### config.mk
export PLATFORM = sky130hd
export DESIGN_NAME = sram_burst_reader
export DESIGN_NICKNAME = d
export VERILOG_FILES = /design/src/rtl/sram_burst_reader.sv
export SDC_FILE = /design/constraint.sdc
export NUM_CORES = 1
export LEC_CHECK = 0
export ABC_AREA = 1
export BUFFER_PORTS_ARGS = -buffer_cell sky130_fd_sc_hd__buf_2
export CORE_MARGIN = 3
export CORE_UTILIZATION = 58
export DETAILED_ROUTE_END_ITERATION = 7
export PLACE_DENSITY = 0.92
export SYNTH_ARGS = -nofsm -noshare
export SYNTH_HDL_FRONTEND = slang
export SYNTH_SLANG_ARGS = --single-unit
### constraint.sdc
create_clock -name clk -period 3.51 [get_ports clk]
set_input_delay 0.5265 -clock clk [delete_from_list [all_inputs] [get_ports clk]]
set_output_delay 0.5265 -clock clk [all_outputs]
set_load 0.03 [all_outputs]
### src/rtl/sram_burst_reader.sv
// -----------------------------------------------------------------------------
// sram_burst_reader
//
// Reads a burst of consecutive words from a synchronous-read SRAM and streams
// them out over a valid/ready interface. A 2-entry skid FIFO absorbs the one
// cycle SRAM read latency so that the stream can run at one word per cycle
// while never losing a word when the consumer stalls.
//
// Parameters
//   ADDR_WIDTH   SRAM word-address width (burst length 0..2^ADDR_WIDTH)
//   DATA_WIDTH   SRAM word width
//
// Ports
//   clk           in   sole clock, rising edge
//   rst_n         in   asynchronous active-low reset
//   start         in   one-cycle burst request, sampled only while idle
//   base_addr     in   first SRAM address of the burst (sampled with start)
//   len           in   number of words in the burst (sampled with start)
//   busy          out  high from the accepted start until done
//   done          out  one-cycle pulse after the final word is accepted
//   sram_chip_en  out  SRAM chip enable, identical to sram_ren
//   sram_ren      out  SRAM read strobe
//   sram_raddr    out  SRAM read address
//   sram_dout     in   SRAM read data, valid the cycle after sram_ren
//   out_data      out  stream data (0 while out_valid is low)
//   out_valid     out  stream valid
//   out_ready     in   stream ready from the consumer
//   out_last      out  only with SRAM_BURST_READER_LAST_EN defined: high with
//                      the final word of a burst
//
// Optional feature macro: SRAM_BURST_READER_LAST_EN (adds out_last).
//
// Latency: the start accepted on rising edge E0 produces out_valid after the
// edge E2; with out_ready held high a new word follows on every cycle.
// -----------------------------------------------------------------------------
module sram_burst_reader #(
    parameter int ADDR_WIDTH = 4,
    parameter int DATA_WIDTH = 32
) (
    input  logic                  clk,
    input  logic                  rst_n,
    input  logic                  start,
    input  logic [ADDR_WIDTH-1:0] base_addr,
    input  logic [ADDR_WIDTH:0]   len,
    output logic                  busy,
    output logic                  done,
    output logic                  sram_chip_en,
    output logic                  sram_ren,
    output logic [ADDR_WIDTH-1:0] sram_raddr,
    input  logic [DATA_WIDTH-1:0] sram_dout,
    output logic [DATA_WIDTH-1:0] out_data,
    output logic                  out_valid,
    input  logic                  out_ready
`ifdef SRAM_BURST_READER_LAST_EN
    ,
    output logic                  out_last
`endif
);

    // -------------------------------------------------------------------------
    // Constants
    // -------------------------------------------------------------------------
    localparam logic [1:0] ST_IDLE  = 2'd0;
    localparam logic [1:0] ST_READ  = 2'd1;
    localparam logic [1:0] ST_DRAIN = 2'd2;

    localparam logic [ADDR_WIDTH:0]   CNT_ONE  = {{ADDR_WIDTH{1'b0}}, 1'b1};
    localparam logic [ADDR_WIDTH-1:0] ADDR_ONE = {{(ADDR_WIDTH-1){1'b0}}, 1'b1};

    // -------------------------------------------------------------------------
    // State
    // -------------------------------------------------------------------------
    logic [1:0]            state_q,    state_d;
    logic [ADDR_WIDTH-1:0] addr_q,     addr_d;     // next address to read
    logic [ADDR_WIDTH:0]   len_q,      len_d;      // latched burst length
    logic [ADDR_WIDTH:0]   issued_q,   issued_d;   // reads issued so far
    logic [ADDR_WIDTH:0]   popped_q,   popped_d;   // words transferred so far
    logic                  inflight_q, inflight_d; // read issued last cycle
    logic                  done_q,     done_d;

    // Two-entry FIFO between the SRAM read port and the stream output.
    logic [DATA_WIDTH-1:0] fifo_mem [2];
    logic                  wr_ptr_q, wr_ptr_d;
    logic                  rd_ptr_q, rd_ptr_d;
    logic [1:0]            count_q,  count_d;

    // -------------------------------------------------------------------------
    // Handshake and read-issue decisions
    // -------------------------------------------------------------------------
    logic       fifo_push;
    logic       fifo_pop;
    logic [2:0] occ_after_pop;
    logic       issue;
    logic       last_issue;
    logic       last_pop;

    // A read issued last cycle delivers its data this cycle, so it is written
    // into the FIFO at the coming edge.
    assign fifo_push = inflight_q;
    assign fifo_pop  = (count_q != 2'd0) && out_ready;

    // Words that will still occupy the pipeline after this cycle's transfer.
    // Counting the pop of this cycle is what allows back-to-back reads while
    // the consumer keeps up; the bound of 2 guarantees the FIFO never overflows
    // since every in-flight read has a guaranteed slot.
    assign occ_after_pop = {1'b0, count_q} + {2'b00, inflight_q} - {2'b00, fifo_pop};

    assign issue      = (state_q == ST_READ) && (issued_q != len_q) && (occ_after_pop < 3'd2);
    assign last_issue = issue && (issued_q == (len_q - CNT_ONE));
    assign last_pop   = fifo_pop && (popped_q == (len_q - CNT_ONE));

    // -------------------------------------------------------------------------
    // Next-state logic
    // -------------------------------------------------------------------------
    always_comb begin
        // NOTE: every variable gets a default first, so no path through the
        // block leaves one unassigned and no latch is inferred.
        state_d    = state_q;
        addr_d     = addr_q;
        len_d      = len_q;
        issued_d   = issued_q;
        popped_d   = popped_q;
        inflight_d = issue;
        done_d     = 1'b0;

        if (fifo_pop) begin
            popped_d = popped_q + CNT_ONE;
        end

        case (state_q)
            ST_IDLE: begin
                if (start) begin
                    if (len == '0) begin
                        // Empty burst: acknowledge without touching the SRAM.
                        done_d = 1'b1;
                    end else begin
                        state_d  = ST_READ;
                        addr_d   = base_addr;
                        len_d    = len;
                        issued_d = '0;
                        popped_d = '0;
                    end
                end
            end

            ST_READ: begin
                if (issue) begin
                    // Address wraps naturally modulo 2^ADDR_WIDTH.
                    addr_d   = addr_q + ADDR_ONE;
                    issued_d = issued_q + CNT_ONE;
                end
                if (last_issue) begin
                    state_d = ST_DRAIN;
                end
            end

            ST_DRAIN: begin
                // The last word always arrives at least two cycles after its
                // read was issued, so the final transfer is only seen here.
                if (last_pop) begin
                    state_d = ST_IDLE;
                    done_d  = 1'b1;
                end
            end

            default: begin
                state_d = ST_IDLE;
            end
        endcase
    end

    // FIFO pointer and occupancy update; push and pop in the same cycle leave
    // the count unchanged.
    always_comb begin
        wr_ptr_d = wr_ptr_q;
        rd_ptr_d = rd_ptr_q;
        count_d  = count_q;
        if (fifo_push) begin
            wr_ptr_d = ~wr_ptr_q;
        end
        if (fifo_pop) begin
            rd_ptr_d = ~rd_ptr_q;
        end
        case ({fifo_push, fifo_pop})
            2'b10:   count_d = count_q + 2'd1;
            2'b01:   count_d = count_q - 2'd1;
            default: count_d = count_q;
        endcase
    end

    // -------------------------------------------------------------------------
    // Registers
    // -------------------------------------------------------------------------
    // NOTE: sequential state uses non-blocking assignments so every register
    // samples the values from before the edge, independent of statement order.
    always_ff @(posedge clk or negedge rst_n) begin
        if (!rst_n) begin
            state_q    <= ST_IDLE;
            addr_q     <= '0;
            len_q      <= '0;
            issued_q   <= '0;
            popped_q   <= '0;
            inflight_q <= 1'b0;
            done_q     <= 1'b0;
            wr_ptr_q   <= 1'b0;
            rd_ptr_q   <= 1'b0;
            count_q    <= 2'd0;
        end else begin
            state_q    <= state_d;
            addr_q     <= addr_d;
            len_q      <= len_d;
            issued_q   <= issued_d;
            popped_q   <= popped_d;
            inflight_q <= inflight_d;
            done_q     <= done_d;
            wr_ptr_q   <= wr_ptr_d;
            rd_ptr_q   <= rd_ptr_d;
            count_q    <= count_d;
        end
    end

    // NOTE: the FIFO storage is deliberately not reset; an entry is only ever
    // observed after it has been written, and out_data is forced to 0 while
    // the FIFO is empty, so reset needs to clear only pointers and count.
    always_ff @(posedge clk) begin
        if (fifo_push) begin
            fifo_mem[wr_ptr_q] <= sram_dout;
        end
    end

    // -------------------------------------------------------------------------
    // Outputs
    // -------------------------------------------------------------------------
    assign busy         = (state_q != ST_IDLE);
    assign done         = done_q;
    assign sram_ren     = issue;
    assign sram_chip_en = issue;
    assign sram_raddr   = addr_q;
    assign out_valid    = (count_q != 2'd0);
    assign out_data     = out_valid ? fifo_mem[rd_ptr_q] : '0;

`ifdef SRAM_BURST_READER_LAST_EN
    // popped_q counts words already transferred, so the head is the final
    // word exactly when one word of the burst remains.
    assign out_last = out_valid && (popped_q == (len_q - CNT_ONE));
`endif

endmodule

## After elaboration in Yosys (flattened, before gate mapping)

Memory sizes are Yosys's and may differ from the RTL's.
Index checks and enable logic that the tools add are counted.

- Add/sub/neg operators: 8
- $lt $le $gt $ge: 1
- Equality and inequality tests: 12
- Muxes and demuxes: 25
- Bitwise logic cells: 3
- Reductions and logical operators: 14

Operators by type and width:

| cell | number |
|---|---|
| $mux 5 | 7 |
| $mux 32 | 1 |
| $mux 4 | 3 |
| $add 5x1->5 const B | 2 |
| $eq 5x5->1 | 2 |
| $ne 2x2->1 const B | 5 |
| $pmux 5 s2 | 1 |
| $mux 2 | 4 |
| $pmux 4 s2 | 1 |
| $reduce_and 4->1 | 2 |
| $reduce_bool 2->1 | 4 |
| $pmux 2 s3 | 1 |
| $logic_and 1x1->1 | 5 |
| $logic_not 5->1 | 1 |
| $mux 1 | 5 |
| $ne 5x5->1 | 1 |
| $sub 5x1->5 const B | 1 |
| $add 4x1->4 const B | 1 |
| $eq 2x1->1 const B | 2 |
| $eq 2x2->1 const B | 2 |
| $pmux 2 s2 | 1 |
| $add 2x1->3 | 1 |
| $lt 3x2->1 const B | 1 |
| $not 1->1 | 3 |
| 6 further kinds | 6 |

- Register bits: 27
- Bits in writable memories: 64
- Input port bits: 45
- Output and inout bits: 41
- Logic and storage cells: 74
- Memories kept: 1

Memory list:

| name | depth | width | rd ports | clocked after Yosys merged registers in | wr ports | RTL line | source |
|---|---|---|---|---|---|---|---|
| fifo_mem | 2 | 32 | 1 | 0 | 1 | 82 | `logic [DATA_WIDTH-1:0] fifo_mem [2];` |

## Depth between registers and ports, before layout

- Depth in word-level cells: 8
- Mapped depth: 14
- Mapped depth without buffers: 14

## Worst setup path before layout

No wires, ideal clock.

- Path type: reg-to-output
- Start point: register count_q[1]
- End point: output port sram_ren
- Arrival time: 2797 ps
- Data required time: 2984 ps
- Setup slack: 187 ps
- Cell stages (with the launch flop): 13
- Buffers on the path: 1
- Cells stage by stage: dfrtp_1 inv_1 nand2_1 nand2_1 nor2_1 or2_2 nand2_1 fa_1 nand2_1 nor2_2 inv_1 nor2_1 buf_4

- Cells in the longest elaborated chain, start to end: 5
- Elaborated cells between the ends (all ways): 6
- Classes of those cells: 2 x add/sub; 1 x order compare; 3 x reduce/logical

Ends and longest elaborated chain:

| element | RTL line | source |
|---|---|---|
| start: declaration | 85 | `logic [1:0] count_q, count_d;` |
| start signal: assignment | 218 | `count_q <= count_d;` |
| $reduce_bool 2->1 | n/a |  |
| via out_valid | 52 | `output logic out_valid,` |
| $logic_and 1x1->1 | 100 | `assign fifo_pop = (count_q != 2'd0) && out_ready;` |
| $sub 3x1->3 | 106 | `assign occ_after_pop = {1'b0, count_q} + {2'b00, inflight_q} - {2'b00, fifo_pop};` |
| $lt 3x2->1 | 108 | `assign issue = (state_q == ST_READ) && (issued_q != len_q) && (occ_after_pop < 3'd2);` |
| $logic_and 1x1->1 | 108 |  |
| end: declaration | 48 | `output logic sram_ren,` |

The timed path passes the listed nets, and every way through them passes these cells.

## Worst setup path in the final report

- Start point: register count_q[0]
- End point: output port sram_ren

- Cells in the longest elaborated chain, start to end: 5
- Elaborated cells between the ends (all ways): 6
- Classes of those cells: 2 x add/sub; 1 x order compare; 3 x reduce/logical

Ends and longest elaborated chain:

| element | RTL line |
|---|---|
| branches (longest 2 deep; another with $add 2x1->3) | n/a |
| $sub 3x1->3 * | 106 |
| $lt 3x2->1 * | 108 |
| $logic_and 1x1->1 * | 108 |

Mark *: on every way between the ends.

==> impl_metrics.env <==
export IMPL_yosys_area_top_type="edfxtp_1"
export IMPL_cellPowerDensity_nw_per_um2=980
export IMPL_worstPathCellList="inv_1, nand2_1, nand2_1, nor2_1, or2_2, nand2_1, fa_1, nand2_1, nor2_2, inv_1, nor2_2, buf_2"
export IMPL_cts_num_sinks=91
export IMPL_final_antenna_net_count=0
export IMPL_crit_end="sram_ren"
export IMPL_cts_made_buffers=9
export IMPL_avgSynthCellArea_um2=10.2
export IMPL_startpoint_type="flip-flop"
export IMPL_slew_violations=0
export IMPL_slowest_delay_ns=0.49
export IMPL_clk_latency_ns=0.36
export IMPL_grt_max_degree=34
export IMPL_placedCellCount=568
export IMPL_rows=29
export IMPL_relSlewSlack_pct=35.1
export IMPL_drc=0
export IMPL_crit_path_max_fanout=5
export IMPL_nNetsFinal=536
export IMPL_hold_viol_final=0
export IMPL_port_buffers=85
export IMPL_synth_simple_area_share_pct=20.0
export IMPL_die_y_um=89.8
export IMPL_path_depth=12
export IMPL_synthFlopType="edfxtp_1"
export IMPL_internal_power_mw=2.41
export IMPL_fillers=471
export IMPL_critPathTopFamily="simple AND/OR/NAND/NOR gates"
export IMPL_slowest_stage="fa_1"
export IMPL_diodes=0
export IMPL_antenna_found_initial=0
export IMPL_clock_path_buffers=2
export IMPL_cts_htree_levels=3
export IMPL_initial_core_util_pct=62.0
export IMPL_switching_share_pct=48.4
export IMPL_max_freq_ghz=0.302
export IMPL_grt_usage_pct=21.8
export IMPL_dpl_cell_area_um2=4580
export IMPL_synth_adder_area_share_pct=1.72
export IMPL_required_ns=2.98
export IMPL_drt_pre_antenna_iters=5
export IMPL_pwr_share_comb_pct=51.1
export IMPL_dp_hpwl_um=6090
export IMPL_fin_crit_sh_pct=94.3
export IMPL_skew_ns=0.0142
export IMPL_ys_seq_area_share_pct=63.8
export IMPL_reg2reg_depth=14
export IMPL_synth_seq_cells=91
export IMPL_path_buf_inv=3
export IMPL_synth_fp_nets=450
export IMPL_cp_end_kind="output port"
export IMPL_whs_ns=0.176
export IMPL_worst_endpoint_arrival_ns=2.78
export IMPL_rr_startpoint="count_q[0]"
export IMPL_pwr_share_seq_pct=35.3
export IMPL_ys_top_cells_by_area="edfxtp_1, dfrtp_1, nand2_1, a21oi_1, xor2_1"
export IMPL_gp_congestion=0.898
export IMPL_maxCapViolations=0
export IMPL_wl_um=8770
export IMPL_cts_tree="done"
export IMPL_r2r_end="state_q[0]"
export IMPL_synth_compound_area_share_pct=6.27
export IMPL_post_drt_wl_per_cell_um=15.0
export IMPL_grt_pass1_wl_um=14100
export IMPL_hold_class="primary input to asynchronous set/reset pin"
export IMPL_leakage_nw=2.16
export IMPL_gr_total_overflow=0
export IMPL_num_io_pins=86
export IMPL_synthCells=400
export IMPL_synth_area_um2=4070
export IMPL_clk_pin_slew_ns=0.09
export IMPL_drt_initial_drc_count=202
export IMPL_synthXorXnorAreaFrac_pct=3.44
export IMPL_drive_gt1_share_pct=26.7
export IMPL_synth_top_area_share_pct=47.2
export IMPL_die_w_um=89.8
export IMPL_synth_edf_count=64
export IMPL_ys_types=29
export IMPL_post_cts_buffers=0
export IMPL_fin_area_um2=4760
export IMPL_synth_top_family_by_area="simple AND/OR/NAND/NOR gates"
export IMPL_path_common_cell="nand2_1"
export IMPL_clock_power_share_pct=13.6
export IMPL_grt_pass1_vias=2981
export IMPL_die_area_um2=8060
export IMPL_ys_warn_count=0
export IMPL_root_buffer="clkbuf_8"
export IMPL_synthMuxAreaShare_pct=0.277
export IMPL_vias_per_cell=5.26
export IMPL_fin_crit_ns=3.31
export IMPL_status="finished clean"
export IMPL_max_vdd_ir_drop_mv=0.883
export IMPL_async_flop_share_pct=29.7
export IMPL_synthToLayoutAreaGrowth_pct=16.9
export IMPL_p_sw_mw=2.26
export IMPL_worstMarginPinSlew_ns=0.967
export IMPL_tns_ns=0
export IMPL_setup_viol=0
export IMPL_dr_total_vias=3071
export IMPL_startpoint="count_q[0]"
export IMPL_r2r_slack_ns=0.93
export IMPL_crit_type="flip-flop to output port"
export IMPL_instances_no_fill=584
export IMPL_fin_util_pct=72.4
export IMPL_core_area_um2=6570
export IMPL_rsz0062_at_grt="false"
flip-flops by register name, indices dropped and copies added (netlist names):
register    cells
popped_q        5
state_q         2
len_q           5
count_q         2
rd_ptr_q        1
wr_ptr_q        1
issued_q        5
fifo_mem       64
sram_raddr      4
fifo_push       1
done            1
metal layers:
layer	routed length (um)	GRT usage, %	vias to the layer above	part of all wire (%)
met3	501	4.26	23	5.7
li1	-	-	1485	-
met4	242	9.58	0	2.8
met1	3600	28.4	1447	41
met5	0	0	-	0
met2	4420	35.9	116	50
synth_stat cells, types with 2 or more instances:
cell type and count:
nand4_1 3, nand2_2 4, a21oi_1 33, o21ai_2 5
ha_1 4, dfrtp_1 27, nor2_2 4, clkbuf_1 10
inv_2 5, or2_2 4, edfxtp_1 64, inv_1 26
nor2_1 22, nand3_1 20, o21ai_0 6, nand2_1 136
xor2_1 14, xnor2_1 2
cell type report:
| type | instances | area (um2) | area share, % |
|---|---|---|---|
| clock buffer | 9 | 124 | 2.60 |
| clock inverter | 7 | 50.0 | 1.05 |
| inverter | 32 | 120 | 2.52 |
| multi-input combinational | 264 | 1300 | 27.4 |
| sequential | 91 | 2600 | 54.6 |
| tap | 93 | 116 | 2.45 |
| timing repair buffer | 88 | 448 | 9.42 |
power by group through the flow:
stage	clock network (mW)	logic, mW	registers, mW
after floorplan	0	1.78	1.65
after global placement	0	2.29	1.64
after detailed placement	0	2.37	1.66
after CTS	0.642	2.38	1.64
after global routing	0.688	2.63	1.67
final	0.634	2.38	1.64
metrics by stage:
| stage | setup WS, ns | power (mW) |
|---|---|---|
| floorplan | 0.187 | 3.43 |
| global placement | 0.637 | 3.94 |
| detailed placement | 0.568 | 4.02 |
| CTS | 0.134 | 4.66 |
| global route | 0.00367 | 4.99 |
| finish | 0.199 | 4.66 |
cells in the final DEF (no fill, tap or decap), drive strengths merged:
cell / n
nor2: 27
a31o: 1
buf: 88
fa: 1
xnor2: 2
nand3: 20
nand4: 3
clkinv: 4
a21oi: 33
o211ai: 1
o21ai: 11
dfrtp: 27
clkbuf: 9
mux2: 1
xor2: 14
clkinvlp: 1
ha: 4
inv: 34
nor3: 1
edfxtp: 64
or2: 4
nand2: 141
how the worst min path moves through the flow:
stage                        start     endpoint  slack (ns)  cells past startpoint
final                        rst_n  issued_q[4]        0.18                      1
after global routing         rst_n  issued_q[4]        0.22                      1
after CTS                    rst_n   state_q[1]        0.19                      1
after detailed placement  len_q[1]     len_q[1]        0.52                      2
after global placement    len_q[1]     len_q[1]        0.51                      2
after floorplan              rst_n   count_q[0]        0.23                      0
cell families (layout without fill, tap and decap cells):
kind of cell               count (synthesis)  in the layout
buffers and inverters                     45            136
muxes                                      1              1
xor gates and xnor gates                  16             16
adders and majority gates                  5              5
and+or+nand+nor                          196            196
DFF                                       91             91
AOI/OAI and AO/OA                         46             46
what timing repair did:
action,CTS,global route
setup endpoints to repair,0,2
resized for setup,0,1
hold buffers,0,0
hold endpoints to repair,0,0
No activity file was read; power rests on OpenSTA's default activity.
